--- config.mk ---
export PLATFORM = sky130hd
export DESIGN_NAME = game_link
export DESIGN_NICKNAME = d
export VERILOG_FILES = /design/src/rtl/game_link.sv
export SDC_FILE = /design/constraint.sdc
export NUM_CORES = 1
export LEC_CHECK = 0
export ABC_AREA = 1
export BUFFER_PORTS_ARGS = -buffer_cell sky130_fd_sc_hd__buf_2
export CAP_MARGIN = 20
export CORE_UTILIZATION = 35
export DETAILED_ROUTE_END_ITERATION = 8
export REMOVE_ABC_BUFFERS = 1
export SYNTH_ARGS = -nofsm -noshare
export SYNTH_HDL_FRONTEND = slang
export SYNTH_SLANG_ARGS = --single-unit
--- constraint.sdc ---
create_clock -name clk -period 2 [get_ports clk]
set_input_delay 0.2 -clock clk [delete_from_list [all_inputs] [get_ports clk]]
set_output_delay 0.2 -clock clk [all_outputs]
set_load 0.02 [all_outputs]
--- src/rtl/game_link.sv ---
// N-player link framer: frames local DIR/SEED/START requests into checksummed UART bytes and decodes remote frames.
// TX: first byte one cycle after a request, advances only on tx_valid&&tx_ready; RX: outputs update one cycle after CHK.
module game_link #(
  parameter int         N_PLAYERS     = 2,
  parameter int         LOCAL_ID      = 0,
  parameter int         COORD_W       = 5,
  parameter int         TIMEOUT_TICKS = 8,
  parameter logic [7:0] SYNC_BYTE     = 8'hA5
) (
  input  logic                   clk,
  input  logic                   rst,
  input  logic                   send,
  input  logic [1:0]             dir_local,
  input  logic                   seed_rdy,
  input  logic [COORD_W-1:0]     seed_x_in,
  input  logic [COORD_W-1:0]     seed_y_in,
  input  logic                   start_req,
  output logic [7:0]             tx_data,
  output logic                   tx_valid,
  input  logic                   tx_ready,
  input  logic [7:0]             rx_data,
  input  logic                   rx_valid,
  output logic [2*N_PLAYERS-1:0] dir_remote,
  output logic [N_PLAYERS-1:0]   rcvdir,
  output logic [COORD_W-1:0]     seed_x_out,
  output logic [COORD_W-1:0]     seed_y_out,
  output logic                   seed_valid,
  output logic                   start_game,
  output logic                   con_error,
  output logic [7:0]             err_cnt
);
  typedef enum logic [2:0] {T_IDLE, T_SYNC, T_HDR, T_PAY0, T_PAY1, T_CHK} tx_state_t;
  typedef enum logic [1:0] {R_HUNT, R_HDR, R_PAY, R_CHK} rx_state_t;

  localparam logic [1:0] TY_DIR   = 2'd0;
  localparam logic [1:0] TY_SEED  = 2'd1;
  localparam logic [1:0] TY_START = 2'd2;
  localparam logic [1:0] TY_RSVD  = 2'd3;
  localparam logic [1:0] LID      = 2'(LOCAL_ID);
  localparam logic [2:0] NP       = 3'(N_PLAYERS);
  localparam int         TO_W     = $clog2(TIMEOUT_TICKS + 1);
  localparam logic [TO_W-1:0] TO_MAX = TO_W'(TIMEOUT_TICKS);

  tx_state_t          tx_state_q;
  logic [1:0]         cur_type_q;
  logic [3:0]         tx_seq_q;
  logic [7:0]         chk_q, tx_data_q;
  logic               tx_valid_q;
  logic               pend_start_q, pend_seed_q, pend_dir_q;
  logic [COORD_W-1:0] sx_q, sy_q;

  logic       tx_acc, chk_done, seed_lock;
  logic       pend_start_d, pend_seed_d, pend_dir_d, any_pend;
  logic [1:0] nxt_type;
  logic [7:0] hdr_byte, pay0_byte, pay1_byte;

  always_comb begin
    tx_acc       = tx_valid_q & tx_ready;
    chk_done     = tx_acc && (tx_state_q == T_CHK);
    // the frame whose CHK is leaving clears only its own request; new pulses merge
    pend_start_d = (pend_start_q | start_req) & ~(chk_done && cur_type_q == TY_START);
    pend_seed_d  = (pend_seed_q | seed_rdy) & ~(chk_done && cur_type_q == TY_SEED);
    pend_dir_d   = (pend_dir_q | send) & ~(chk_done && cur_type_q == TY_DIR);
    any_pend     = pend_start_d | pend_seed_d | pend_dir_d;
    nxt_type     = pend_start_d ? TY_START : (pend_seed_d ? TY_SEED : TY_DIR);
    seed_lock    = (tx_state_q != T_IDLE) && (cur_type_q == TY_SEED);
    hdr_byte     = {cur_type_q, LID, tx_seq_q};
    pay0_byte    = (cur_type_q == TY_SEED) ? 8'(sx_q) : {6'b0, dir_local};
    pay1_byte    = 8'(sy_q);
  end

  always_ff @(posedge clk or negedge rst) begin
    if (!rst) begin
      tx_state_q   <= T_IDLE;
      cur_type_q   <= TY_DIR;
      tx_seq_q     <= '0;
      chk_q        <= '0;
      tx_data_q    <= '0;
      tx_valid_q   <= 1'b0;
      pend_start_q <= 1'b0;
      pend_seed_q  <= 1'b0;
      pend_dir_q   <= 1'b0;
      sx_q         <= '0;
      sy_q         <= '0;
    end else begin
      pend_start_q <= pend_start_d;
      pend_seed_q  <= pend_seed_d;
      pend_dir_q   <= pend_dir_d;
      if (seed_rdy && !seed_lock) begin
        sx_q <= seed_x_in;
        sy_q <= seed_y_in;
      end
      case (tx_state_q)
        T_IDLE: if (any_pend) begin
          tx_state_q <= T_SYNC;
          cur_type_q <= nxt_type;
          tx_data_q  <= SYNC_BYTE;
          tx_valid_q <= 1'b1;
        end
        T_SYNC: if (tx_acc) begin
          tx_state_q <= T_HDR;
          tx_data_q  <= hdr_byte;
          chk_q      <= hdr_byte;
        end
        T_HDR: if (tx_acc) begin
          if (cur_type_q == TY_START) begin
            tx_state_q <= T_CHK;
            tx_data_q  <= chk_q;
          end else begin
            tx_state_q <= T_PAY0;
            tx_data_q  <= pay0_byte;
            chk_q      <= chk_q ^ pay0_byte;
          end
        end
        T_PAY0: if (tx_acc) begin
          if (cur_type_q == TY_SEED) begin
            tx_state_q <= T_PAY1;
            tx_data_q  <= pay1_byte;
            chk_q      <= chk_q ^ pay1_byte;
          end else begin
            tx_state_q <= T_CHK;
            tx_data_q  <= chk_q;
          end
        end
        T_PAY1: if (tx_acc) begin
          tx_state_q <= T_CHK;
          tx_data_q  <= chk_q;
        end
        T_CHK: if (tx_acc) begin
          tx_seq_q <= tx_seq_q + 4'd1;
          if (any_pend) begin
            tx_state_q <= T_SYNC;
            cur_type_q <= nxt_type;
            tx_data_q  <= SYNC_BYTE;
          end else begin
            tx_state_q <= T_IDLE;
            tx_data_q  <= '0;
            tx_valid_q <= 1'b0;
          end
        end
        default: tx_state_q <= T_IDLE;
      endcase
    end
  end

  rx_state_t              rx_state_q;
  logic [1:0]             rx_type_q, rx_id_q, dir_buf_q;
  logic [7:0]             rx_chk_q, err_cnt_q;
  logic                   pay_idx_q;
  logic [COORD_W-1:0]     sx_buf_q, sy_buf_q, seed_x_q, seed_y_q;
  logic [2*N_PLAYERS-1:0] dir_remote_q;
  logic [N_PLAYERS-1:0]   rcvdir_q;
  logic                   seed_valid_q, start_game_q, con_error_q;
  logic [TO_W-1:0]        to_cnt_q;

  logic hdr_bad, chk_ok, frame_ok, rejected;

  always_comb begin
    hdr_bad  = (rx_data[7:6] == TY_RSVD) || ({1'b0, rx_data[5:4]} >= NP);
    chk_ok   = (rx_data == rx_chk_q);
    frame_ok = rx_valid && (rx_state_q == R_CHK) && chk_ok && (rx_id_q != LID);
    rejected = rx_valid && (((rx_state_q == R_HDR) && hdr_bad) || ((rx_state_q == R_CHK) && !chk_ok));
  end

  always_ff @(posedge clk or negedge rst) begin
    if (!rst) begin
      rx_state_q   <= R_HUNT;
      rx_type_q    <= TY_DIR;
      rx_id_q      <= '0;
      dir_buf_q    <= '0;
      rx_chk_q     <= '0;
      pay_idx_q    <= 1'b0;
      sx_buf_q     <= '0;
      sy_buf_q     <= '0;
      seed_x_q     <= '0;
      seed_y_q     <= '0;
      dir_remote_q <= '0;
      rcvdir_q     <= '0;
      seed_valid_q <= 1'b0;
      start_game_q <= 1'b0;
      con_error_q  <= 1'b0;
      err_cnt_q    <= '0;
      to_cnt_q     <= '0;
    end else begin
      rcvdir_q     <= '0;
      seed_valid_q <= 1'b0;
      start_game_q <= 1'b0;
      if (rejected && err_cnt_q != 8'hFF) err_cnt_q <= err_cnt_q + 8'd1;
      // a valid frame beats a coincident send tick
      if (frame_ok) begin
        to_cnt_q    <= '0;
        con_error_q <= 1'b0;
        case (rx_type_q)
          TY_DIR: for (int p = 0; p < N_PLAYERS; p++) begin
            if (rx_id_q == 2'(p)) begin
              dir_remote_q[2*p +: 2] <= dir_buf_q;
              rcvdir_q[p]            <= 1'b1;
            end
          end
          TY_SEED: begin
            seed_x_q     <= sx_buf_q;
            seed_y_q     <= sy_buf_q;
            seed_valid_q <= 1'b1;
          end
          TY_START: start_game_q <= 1'b1;
          default: ;
        endcase
      end else if (send && to_cnt_q != TO_MAX) begin
        to_cnt_q <= to_cnt_q + 1'b1;
        if (to_cnt_q == TO_MAX - 1'b1) con_error_q <= 1'b1;
      end
      if (rx_valid) begin
        case (rx_state_q)
          R_HUNT: if (rx_data == SYNC_BYTE) rx_state_q <= R_HDR;
          R_HDR: begin
            if (hdr_bad) begin
              rx_state_q <= R_HUNT;
            end else begin
              rx_type_q  <= rx_data[7:6];
              rx_id_q    <= rx_data[5:4];
              rx_chk_q   <= rx_data;
              pay_idx_q  <= 1'b0;
              rx_state_q <= (rx_data[7:6] == TY_START) ? R_CHK : R_PAY;
            end
          end
          R_PAY: begin
            rx_chk_q <= rx_chk_q ^ rx_data;
            if (!pay_idx_q) begin
              dir_buf_q <= rx_data[1:0];
              sx_buf_q  <= rx_data[COORD_W-1:0];
              if (rx_type_q == TY_DIR) rx_state_q <= R_CHK;
              else                     pay_idx_q  <= 1'b1;
            end else begin
              sy_buf_q   <= rx_data[COORD_W-1:0];
              rx_state_q <= R_CHK;
            end
          end
          R_CHK:   rx_state_q <= R_HUNT;
          default: rx_state_q <= R_HUNT;
        endcase
      end
    end
  end

  assign tx_data    = tx_data_q;
  assign tx_valid   = tx_valid_q;
  assign dir_remote = dir_remote_q;
  assign rcvdir     = rcvdir_q;
  assign seed_x_out = seed_x_q;
  assign seed_y_out = seed_y_q;
  assign seed_valid = seed_valid_q;
  assign start_game = start_game_q;
  assign con_error  = con_error_q;
  assign err_cnt    = err_cnt_q;
endmodule

### Yosys cells after proc, flatten, opt, wreduce, memory -nomap -nowiden

Index checks and enable logic that the tools add are counted.

| storage, ports and cells | value |
|---|---|
| register bits | 97 |
| bits of input ports | 27 |
| output and inout port bits | 36 |

| operators by class | value |
|---|---|
| add/sub/neg operators | 3 |
| magnitude comparators | 1 |
| equal/unequal tests | 32 |
| muxes and demuxes | 60 |
| bitwise operators | 17 |
| reduce and logical (&&, ||, !) cells | 46 |

Operators with widths:

| operator | count |
|---|---|
| $mux W8 | 14 |
| $pmux W8 S6 | 1 |
| $pmux W8 S3 | 1 |
| $ne A2 B2 Y1 const B | 11 |
| $mux W3 | 7 |
| $reduce_and A3 Y1 | 7 |
| $mux W1 | 19 |
| $mux W2 | 9 |
| $pmux W3 S6 | 1 |
| $pmux W8 S2 | 1 |
| $xor A8 B5 Y8 | 2 |
| $logic_and A1 B1 Y1 | 14 |
| $eq A2 B2 Y1 const B | 6 |
| $reduce_and A6 Y1 | 2 |
| $reduce_bool A2 Y1 | 5 |
| $add A4 B1 Y4 const B | 2 |
| $add A8 B1 Y8 const B | 1 |
| $eq A2 B1 Y1 const B | 4 |
| $eq A8 B8 Y1 | 1 |
| $eq A8 B8 Y1 const B | 1 |
| $logic_not A2 Y1 | 4 |
| $mux W4 | 2 |
| $ne A8 B8 Y1 const B | 1 |
| $pmux W2 S4 | 1 |
| other kinds (22) | 42 |

### Logic depth before layout (Yosys ltp)

Gate-level depths: netlist of the first run.

| logic depth | value |
|---|---|
| word-level depth | 10 |
| mapped depth | 12 |
| depth with buffers taken out | 12 |

### Least setup slack after synthesis of the first run

Ideal clock, no wire load.

| timing | value |
|---|---|
| kind | flip-flop to flip-flop |
| start point | register err_cnt_q[0] (netlist: err_cnt[0]) |
| end point | register err_cnt_q[5] (netlist: err_cnt[5]) |
| data arrival time | 1.584 ns |
| setup slack | 0.350 ns |
| stages on the path, launching flop included | 10 |
| path buffers | 0 |
| cell sequence | dfrtp_1 -> ha_1 -> nand3_1 -> nor2_1 -> nand4_1 -> nand2_1 -> clkinv_1 -> nand2_1 -> nand2_1 -> nand2_1 |

| on the way | value |
|---|---|
| word-level cells in the longest chain between the ends | 2 |
| elaborated cells between the ends (all ways) | 3 |

Ends and longest elaborated chain:

| element | RTL line | RTL |
|---|---|---|
| start, declared | 148 | `logic [7:0] rx_chk_q, err_cnt_q;` |
| start signal, assigned | 188 | `if (rejected && err_cnt_q != 8'hFF) err_cnt_q <= err_cnt_q + 8'd1;` |
| branches (longest 2 deep; another with $add A8 B1 Y8) | - |  |

Several ways; the timed one is not identified.
A chain may end at the register's enable or synchronous reset.

### Worst setup path in the final report of the first run

| timing | value |
|---|---|
| start point | register tx_valid_q (netlist: tx_valid) |
| end point | register tx_data_q[7] (netlist: tx_data[7]) |

| on the way | value |
|---|---|
| word-level cells in the longest chain between the ends | 10 |
| elaborated cells between the ends (all ways) | 23 |

Ends and longest elaborated chain:

| element | RTL line | RTL |
|---|---|---|
| start, declared | 48 | `logic tx_valid_q;` |
| start signal, assigned | 79 | `tx_valid_q <= 1'b0;` |
| start signal, assigned | 98 | `tx_valid_q <= 1'b1;` |
| start signal, assigned | 138 | `tx_valid_q <= 1'b0;` |
| $and A1 B1 Y1 (*) | 58 | `tx_acc = tx_valid_q & tx_ready;` |
| $logic_and A1 B1 Y1 | 59 | `chk_done = tx_acc && (tx_state_q == T_CHK);` |
| $logic_and A1 B1 Y1 (on tied branches) | 61, 62 |  |
| $not A1 Y1 (on tied branches) | 61, 62 |  |
| $and A1 B1 Y1 (on tied branches) | 61, 62 |  |
| $or A1 B1 Y1 (2 in a row) | 64 | `any_pend = pend_start_d \| pend_seed_d \| pend_dir_d;` |
| $mux W8 | 131 | `if (any_pend) begin` |
| $mux W8 | 129 | `T_CHK: if (tx_acc) begin` |
| $pmux W8 S6 | 93 | `case (tx_state_q)` |
| end signal, assigned | 102 | `tx_data_q <= hdr_byte;` |
| end signal, assigned | 108 | `tx_data_q <= chk_q;` |
| end signal, assigned | 127 | `tx_data_q <= chk_q;` |
| end, declared | 47 | `logic [7:0] chk_q, tx_data_q;` |

Mark *: on every way between the ends. The rest lies on a longest branch, timed or not. The select of a mux whose other input is x is not followed.

==> results of run 1 <==
==> registers in the layout, indices dropped and copies added, names as in the netlist, 5 cells and up <==
register,count
err_cnt,8
rx_chk_q,8
tx_data,8
chk_q,7
seed_x_out,5
seed_y_out,5
sx_q,5
sy_buf_q,5
sy_q,5
==> worst reg2reg max path, stage by stage, from the launching register on <==
cell and delay, ns:
dfrtp_1 0.38, nand2_1 0.28, nor2_8 0.27, nand2_1 0.09, nand2_2 0.12, nand3_1 0.18
nand2_2 0.14, nand3_1 0.09, nand2_1 0.07, nand2_1 0.04
==> placed cells by master, fill, tap and decap left out, types with 2 or more instances in the layout <==
cell type  netlist  final
nor3_1           3      3
nand4_1          6      6
nand3_1         26     26
mux2_2           5      5
or2_2            3      3
nor2_1          44     44
nand2_1        178    177
nor2_2           2      2
ha_1             4      4
clkbuf_16        0      9
a21oi_1         17     17
nand2_2         15     16
xor2_1          19     19
inv_6            0      2
buf_4            1      7
o21ai_1          7      7
buf_2            2     61
o22ai_1          2      2
xnor2_1          4      4
buf_12           1      2
inv_8            0      2
clkinv_1         2      2
clkinv_4         0      2
o21ai_0         39     39
a22oi_1          3      3
nand3_2          2      2
o21ai_2          2      2
inv_1           62     62
dfrtp_1         94     94
o211ai_1         4      4
nand3_4          2      2
inv_2            4      4
==> stage by stage <==
step	power (uW)	cells
floorplan	4990	557
global placement	5750	799
detailed placement	5840	799
CTS	7700	816
global route	8230	816
finish	7620	816
==> worst max path at each step <==
stage,slack [ns],endpoint,cells past startpoint
finish,0.23,tx_data[7],9
global route,0.03,tx_data[0],9
CTS,0.18,err_cnt[4],9
detailed placement,0.20,err_cnt[4],9
global placement,0.25,tx_data[7],9
floorplan,0.35,err_cnt[5],9
==> power by group <==
part	switching [uW]	total, uW	internal, uW
logic	1820	2810	987
registers	499	3000	2500
clock network	806	1810	1000
total	3130	7620	4490
==> kinds of logic after synthesis <==
group	Yosys count	synth area share, %
compound gates	76	8.86
fa+ha+maj	4	1.08
simple gates	286	27.3
xor+xnor	23	4.34
mux	5	1.21
other cells	1	0.0807
flops	94	50.6
buf+inv	75	6.54
==> repair_timing <==
action | 4_1_cts | 5_1_grt
endpoints found under the setup margin | 0 | 8
gates resized for setup | 0 | 1
hold endpoints to repair | 26 | 0
hold buffers | 1 | 0
==> routing by layer <==
layer | routed length [um] | vias up | track usage [%]
met5 | 0 | - | 0
met4 | 130 | 0 | 6.41
met3 | 377 | 10 | 3.24
met2 | 5000 | 83 | 26.6
met1 | 4860 | 1773 | 21.0
li1 | - | 1941 | -
==> layout make-up <==
cell class	instances	area (sq um)
fill	1266	7240
inverter	68	255
multi-input combinational	395	1990
clock buffer	9	225
clock inverter	7	87.6
sequential	94	2350
timing repair buffer	71	408
tap	172	215
==> results.txt, run 1 <==
* Worst ir drop on vdd: 0.000466 V
- Among all stages on the critical path, the largest delay is contributed by dfrtp_1.
- Number of buffer and inverter instances along the worst setup path: 0
- Post-route setup slack: 0.230 ns
- The final count of hold timing violations came to 0.
- YS warnings: 0
- From bottom edge to top edge, the die measures roughly 120 um.
- Initial DRT Pass Iterations: 5
- Fmax achieved: around 560 MHz
- The setup path with the least slack is of type reg2reg.
- Ranking of synthesized cells by instance count: nand2_1 (178), dfrtp_1 (94), inv_1 (62), nor2_1 (44), o21ai_0 (39)
- The number of antenna violations at the first check in global routing was 0.
* Placer's final routability congestion estimate: about 0.94
* Synth Area per Inst: about 8.2 sq um
* Clk Tree Root Cell: clkbuf_16
* Number of synthesized flops with an enable pin: 0
- The area growth from synthesis to layout is 19.1%.
- Across the run, the number of max-cap violations was 0.
* Depth of the CTS H-tree: 3
- Most instantiated flip-flop cell in the synthesis netlist: dfrtp_1
* Wire length of the first global-routing pass: approximately 17000 um
* Post-synthesis sequential element count: 94
* Layout Cell Area excl Fill: between 0.005 and 0.006 sq mm
- In the post-synthesis netlist, the cell with the most instances is nand2_1.
* Vias in the first global route: roughly 3600
- Measured slew at the worst slew-check pin: 0.513 ns
* Slew margin rel.: about two thirds
* Area of placed instances: 0.00521 sq mm
- Post-CTS setup-driven buffer insertion count: 0
- Final Cycle Share: 88.5%
- Reg-to-reg setup timing slack: 0.23 ns
* Final-report max-slew violation count: 0
- Cells taking the most area after synthesis: dfrtp_1 (51%), nand2_1 (14%), inv_1 (5.0%)
* Placement Rows: slightly above 40
- The run finished with clean final reports.
- In the final timing run, aggregate negative setup slack is 0 ns.
- Final Net Count: 670
- The total area inside the core boundary comes to 0.0128 sq mm.
- Summed over all instances, the cell type with the most area after synthesis is dfrtp_1.
* Area share of the leading cell type in the synthesized netlist: between 50% and 60%
- Total detailed-routing wirelength: between 10000 and 15000 um
* Largest net degree at the start of global routing: 36
* Maximum clock path buffer count: 2
- Worst reg2reg path endpoint: tx_data[7]
- Startpoint of the most critical register-to-register path: tx_valid
- Walking the worst path, the cells encountered are nand2_1 > nor2_8 > nand2_1 > nand2_2 > nand3_1 > nand2_2 > nand3_1 > nand2_1 > nand2_1.
- The kind of cell with the highest combined delay along the critical path is simple AND/OR/NAND/NOR gates.
- Clock latency on the worst-skew pair, taken at its later pin, is 0.35 ns.
* Number of design rule violations left after detail routing: 0
* Setup violation total in the final timing report: 0
- Die Outline Area: between 0.01 and 0.015 sq mm
- The clock net in this run drives a total of between 90 and 100 sinks.
* Worst setup slack before clock tree synthesis: 0.203 ns
- Number of diodes: 0
- Number of cells traversed by the worst register-to-register path: 9
- In the final layout, the share of cells above drive strength 1 is around 20%.
- Initial drt markers: 179
* FFs w/ async S/R, synth: 100%
* Number of buffers created by CTS: 9
- # port buffers: 62
* Maximum cell stage delay along the critical path: 0.38 ns
- Type of the worst min-delay path: in2reg
- Of the synthesized area, sequential elements account for 50.6%.
* Initial Utilization: 36.4%
- Most repeated library cell on the critical path: nand2_1
- Static power due to leakage: 0.00295 uW
- Top Ports: 63
* Chip width: roughly 120 um
- Shortest period the worst path allows: around 1.8 ns
* Critical path data required time: 2.24 ns
- Worst-path fanout max: 9
- Arr. time, crit path: between 2 and 2.5 ns
- The HPWL after detailed placement is roughly 7700 um.
- Cells fill a little over two fifths of the core in the end.
- Remaining number of nets flagged by the antenna check after routing: 0
- Number of vias after detailed routing: ~3800
- Number of distinct library cell variants in the gate-level netlist after synthesis: 37
* Power density over cell area: around 1400 mW/mm^2
- Hold-critical path endpoint: sy_q[2]
* Setup skew after layout: slightly below 0.007 ns
- GR Util All Layers: between 10% and 20%
- Hold depth: 2
* Critical path startpoint: tx_valid
* Average vias per placed instance: roughly 4.7
* Clock-pin slew of the registers on the worst-case setup and hold paths: approximately 0.070 ns
* Setup repair after global routing missed its margin: false
* Worst hold margin: about 0.083 ns
- Post-synthesis cell area: between 0.004 and 0.005 sq mm
* Type of element capturing the critical path: register
- In the final routed layout, each cell accounts on average for roughly 13 um.
- Sum of overflow across all layers after global routing: 0
* TritonCTS clock tree: done
- STA classifies the critical path startpoint as a register.
- The worst hold path begins at seed_y_in[2].
- Synth Instances: around 560
Power figures use the tool's default switching activity.
==> inputs of run 2 (changes only) <==
CELL_PAD_IN_SITES_DETAIL_PLACEMENT = 0   (was unset)
CELL_PAD_IN_SITES_GLOBAL_PLACEMENT = 1   (was unset)
PLACE_DENSITY_LB_ADDON = 0.1   (was unset)
==> results.txt, run 2 (synthesis gave the netlist of run 1 again) <==
- The run finished with clean final reports.
- The min-delay analysis places its worst path in the category in2reg.
- Max-capacitance violation count: 0
- Top Ports: 63
- Initial antenna violation count: 0
* Final Power: roughly 7600 uW
- Area growth from synthesis to layout: 19.0%
* Maximum clock path buffer count: 2
- The tree is rooted in a clkbuf_16.
- Type of element capturing the critical path: register
- Of the available clock period, the critical path in the final layout requires between 90 and 100%.
- Arr. time, crit path: 2.05 ns
* Final instance count without filler cells: ~800
* Slew margin rel.: around two thirds
- Sum of overflow across all layers after global routing: 0
- Initial drt markers: 134
- Depth of the CTS H-tree: 3
- Clock-pin slew of the registers on the worst-case setup and hold paths: around 0.070 ns
- Wire length of the first global-routing pass: 17900 um
* Final-report max-slew violation count: 0
- Worst hold margin: ~0.076 ns
- Die Outline Area: approximately 0.014 sq mm
- Combinational logic burns between 30 and 40% of the power.
- Chip width: between 100 and 150 um
- Measured slew at the worst slew-check pin: between 0.5 and 0.6 ns
* Vias in the first global route: 3592
* Routed WL per cell: ~13 um
- Internal power comes to about 4500 uW.
- Most common library cell in the layout ignoring fill and taps: nand2_1
- Across all register-to-register paths, the minimum setup slack is 0.20 ns.
- The worst setup path is of the reg2reg kind.
- The detail route stage leaves a number of antenna-violating nets equal to 0.
* Number of diodes: 0
- For this run, the total global-route usage over all layers was measured as between 10% and 20%.
* Worst ir drop on vdd: roughly 0.00048 V
* Average vias per placed instance: ~4.6
- Initial DRT Pass Iterations: 4
- Initial Utilization: 36.4%
- Layout Cell Area excl Fill: about 0.0055 sq mm
- Die height: about 120 um
* Placer's final routability congestion estimate: between 0.8 and 0.9
* Number of vias after detailed routing: ~3800
* Final Hold Viols: 0
- Of the total power, the share spent switching nets is about two fifths.
* # port buffers: 62
* Critical path data required time: ~2.3 ns
- Shortest period the worst path allows: 1.80 ns
- The total area inside the core boundary comes to around 0.013 sq mm.
- Total detailed-routing wirelength: ~11000 um
* Fraction of layout cells with a size suffix above 1: between 10% and 20%
- Post-CTS timing repair inserted 0 buffers for setup.
* TritonCTS Sinks: 94
- In this run the core area contains 41 standard-cell rows.
* Final Net Count: between 600 and 700
- TritonCTS built the clock tree.
* Fmax achieved: about 560 MHz
- Launching element type of the critical path: register
- Setup repair after global routing missed its margin: false
- Summed over all nets, the half-perimeter wirelength after detailed placement is between 8000 and 9000 um.
- Entering global routing, the biggest net connects roughly 40 pins.
- In this run the worst path has a maximum fanout of 9.
- In the layout the commonest cells are nand2_1 (177), dfrtp_1 (94), inv_1 (62).
* Setup skew after layout: between 0.006 and 0.007 ns
- Power density over cell area: between 1000 and 1500 mW/mm^2
* Switching power total: a little over 3000 uW
- Static power due to leakage: 0.00294 uW
- Number of design rule violations left after detail routing: 0
- Setup TNS: 0 ns
- Worst skew pair latency: approximately 0.35 ns
- Area of placed instances: around 0.0052 sq mm
- Setup violations remaining at the end of the flow were counted as 0.
* Total placed cells including tap cells: 800
* Final-layout fill cell count: between 1000 and 1500
- Per report_power, the clock group accounts for between 20% and 30% of the total.
- Portion of total power attributed to sequential cells: 39.4%
- In this run, CTS created clock tree buffers numbering 9.
[run 2: changes by cell type in the layout (fill, tap and decap cells not counted), sizes merged]
cell,before,now
buf,70,71
clkbuf,9,12
inv,70,67
[run 2: worst paths after layout]
kind	from	to	cells after the start
setup / recovery	tx_valid	tx_data[7]	9
hold / removal	seed_y_in[1]	sy_q[1]	2
setup reg to reg	tx_valid	tx_data[7]	9
hold reg to reg	dir_remote[0]	dir_remote[0]	0
max in group asynchronous	rst	rx_chk_q[7]	3
min in group asynchronous	rst	dir_remote[1]	2
[run 2: repair_timing]
action	CTS	global route
hold buffers	1	0
gates resized for setup	0	1
hold endpoints to repair	38	0
endpoints found under the setup margin	0	5
[run 2: per-stage QoR]
stage          util, %  worst slack [ns]
3_3_place_gp      40.7             0.154
2_1_floorplan        -             0.350
3_5_place_dp      40.7             0.162
4_1_cts           43.2             0.149
6_report          43.3             0.199
5_1_grt           43.3            0.0566
[run 2: metal layers]
metal  share of wire (%)  vias up  global-route usage (%)
li1                    -     1932                       -
met1                  50     1778                    23.3
met2                  45       66                    27.3
met5                   0        -                       0
met3                 3.7       16                    2.88
met4                 2.0        0                    8.19
[run 2: power groups by stage]
| stage | Clock [uW] | Combinational, uW | Sequential, uW |
|---|---|---|---|
| 6_report | 1790 | 2830 | 3010 |
| 5_1_grt | 1930 | 3240 | 3090 |
| 4_1_cts | 1850 | 2860 | 3010 |
| 3_5_place_dp | 0 | 2840 | 3040 |
| 3_3_place_gp | 0 | 2830 | 3020 |
| 2_1_floorplan | 0 | 1920 | 3070 |
[run 2: final cells by class]
class                      count  area [sq um]  area share (%)
clock buffer                  12           256            4.64
clock inverter                 4          52.6           0.951
inverter                      68           255            4.62
multi-input combinational    395          1990            36.0
sequential                    94          2350            42.6
tap                          172           215            3.89
timing repair buffer          72           403            7.29
[run 2: worst max-delay path, cell delays in order (launching register included)]
cell and delay, ns:
dfrtp_1 0.40, nand2_1 0.30, nor2_8 0.27, nand2_1 0.09, nand2_2 0.11, nand3_1 0.20
nand2_2 0.14, nand3_1 0.08, nand2_1 0.07, nand2_1 0.04
==> inputs of run 3 (changes only) <==
clock period = 1.85 ns   (was 2 ns; I/O delays follow)
==> results.txt, run 3 (synthesis gave the netlist of run 1 again) <==
- Worst setup slack before clock tree synthesis: 0.0969 ns
- The critical path is of the reg2reg type.
* Final Cycle Share: ~91%
- Number of diodes: 0
- The die covers 0.0137 sq mm.
- The kind of cell with the highest combined delay along the critical path is simple AND/OR/NAND/NOR gates.
- Data on the critical path is required at its endpoint by 2.09 ns.
- # port buffers: 62
- Clock-pin slew of the registers on the worst-case setup and hold paths: approximately 0.070 ns
* Setup skew after layout: approximately 0.0079 ns
* Chip width: approximately 120 um
- Most used cells in the layout excluding fill and tap cells: nand2_1 (176), dfrtp_1 (92), inv_1 (62)
* Placer's final routability congestion estimate: 0.824
- Post-route setup slack: about 0.17 ns
- Launching element type of the critical path: register
- Final Hold Viols: 0
* Placement Rows: 41
* Final-report max-slew violation count: 0
- Number of buffer and inverter instances along the worst setup path: 2
- Arr. time, crit path: roughly 1.9 ns
- The number of setup buffers added after CTS is 0.
* Final HPWL DP: approximately 8300 um
- VDD sags by at most ~0.0005 V.
- Most common library cell in the layout ignoring fill and taps: nand2_1
- Max-capacitance violation count: 0
- Initial drt markers: between 100 and 150
- Maximum cell stage delay along the critical path: 0.41 ns
* GR Util All Layers: roughly 18%
- Number of buffers created by CTS: 9
* Sequential cell area: 0.00235 sq mm
- Number of vias after detailed routing: around 3800
* Worst hold margin: 0.0704 ns
- The initial utilization of the core area, before any placement, comes to a little over a third.
* Shortest period the worst path allows: between 1.5 and 2 ns
- The floorplan step set the die height to 117 um.
- CTS placed an instance of clkbuf_16 at the clock tree root.
- The number of antenna violations at the first check in global routing was 0.
- After routing the design area is roughly 0.0057 sq mm.
* Maximum clock path buffer count: 2
- Critical path's slowest cell: dfrtp_1
- The final layout contains approximately 680 nets.
- STA classifies the critical path endpoint as a register.
* Setup repair after global routing missed its margin: false
* Worst-path fanout max: 5
- Final-layout fill cell count: ~1300
- TritonCTS clock tree: done
- Worst skew pair latency: ~0.35 ns
* Top Ports: 63
- The detail route stage leaves a number of antenna-violating nets equal to 0.
- Static power due to leakage: around 0.0030 uW
- Entering global routing, the biggest net connects 34 pins.
- Number of design rule violations left after detail routing: 0
- The number of global-route vias before repair came to between 3000 and 4000.
- Total detailed-routing wirelength: 11000 um
- Sum of overflow across all layers after global routing: 0
- After detailed placement, the total cell area comes to about 0.0053 sq mm.
* Area occupied by multi-input gates: 0.00200 sq mm
- In the routed layout, each cell is associated on average with a via count of between 4 and 5.
* TritonCTS Sinks: 94
- Cell chain of the critical path: ha_1 > nand3_1 > nor2_2 > nand4_1 > nand2_1 > clkinv_1 > buf_4 > nand3_1 > nand2_1
- Derived from the worst setup path, the maximum achievable clock frequency is slightly below 600 MHz.
- Area growth from synthesis to layout: 21.7%
- Core box area: 0.0128 sq mm
* Depth of the CTS H-tree: 3
- For this run, the detailed router's first-pass iteration total came to 4.
* Setup violation total in the final timing report: 0
- Setup TNS: 0 ns
* Type of the worst min-delay path: in2reg
- Power density over cell area: 1510 mW/mm^2
* Util after Layout: between 40 and 50%
- Wire length of the first global-routing pass: between 15000 and 20000 um
- Fraction of layout cells with a size suffix above 1: about a fifth
- Dividing the detail-routed wire length by the instance count gives roughly 13 um.
- Run status: completed
run 3: changes by cell type in the layout (fill, tap and decap cells not counted), moves of 2 or more:
cell / previous run / this run
buf_4: 9 / 18
bufinv_16: 1 / 3
clkbuf_8: 2 / 0
dfrtp_1: 94 / 92
dfrtp_2: 0 / 2
run 3: per-layer routing:
layer  part of all wire, %  vias to the layer above  global-route usage, %  routed length [um]
met5                     0                        -                      0                   0
met2                    46                       54                   28.4                5050
met4                   1.7                        0                   8.19                 192
met3                   2.8                       13                   3.14                 313
li1                      -                     1957                      -                   -
met1                    49                     1795                   23.6                5430
run 3: final timing paths:
path                               start             to  slack (ns)  cells after the start
max                           err_cnt[0]     err_cnt[0]        0.17                      9
min                         seed_x_in[1]        sx_q[1]        0.07                      2
max reg2reg                   err_cnt[0]     err_cnt[0]        0.17                      9
min reg2reg                dir_remote[1]  dir_remote[1]        0.38                      0
max in group asynchronous            rst  tx_state_q[2]        0.99                      3
min in group asynchronous            rst  dir_remote[0]        0.33                      2
run 3: timing repair:
item	in CTS	in global routing
setup endpoints to repair	0	21
gates resized for setup	0	5
endpoints found under the hold margin	29	0
hold buffers	1	0
run 3: power by group:
group | internal (uW) | leakage (uW) | switching [uW] | total (uW)
clock | 1330 | 0.000160 | 812 | 2140
sequential | 2710 | 0.00117 | 529 | 3240
combinational | 1160 | 0.00167 | 2000 | 3160
total | 5200 | 0.00300 | 3340 | 8540
run 3: layout make-up:
class                      count  area share [%]
inverter                      68            4.52
sequential                    94            41.7
timing repair buffer          82            8.68
clock inverter                 5            1.88
clock buffer                  11            4.12
multi-input combinational    395            35.3
tap                          172            3.81
run 3: stage by stage:
step	cells	total power (uW)
after global placement	810	6410
after floorplan	557	5390
final	827	8540
after CTS	827	8640
after global routing	827	9270
after detailed placement	810	6450
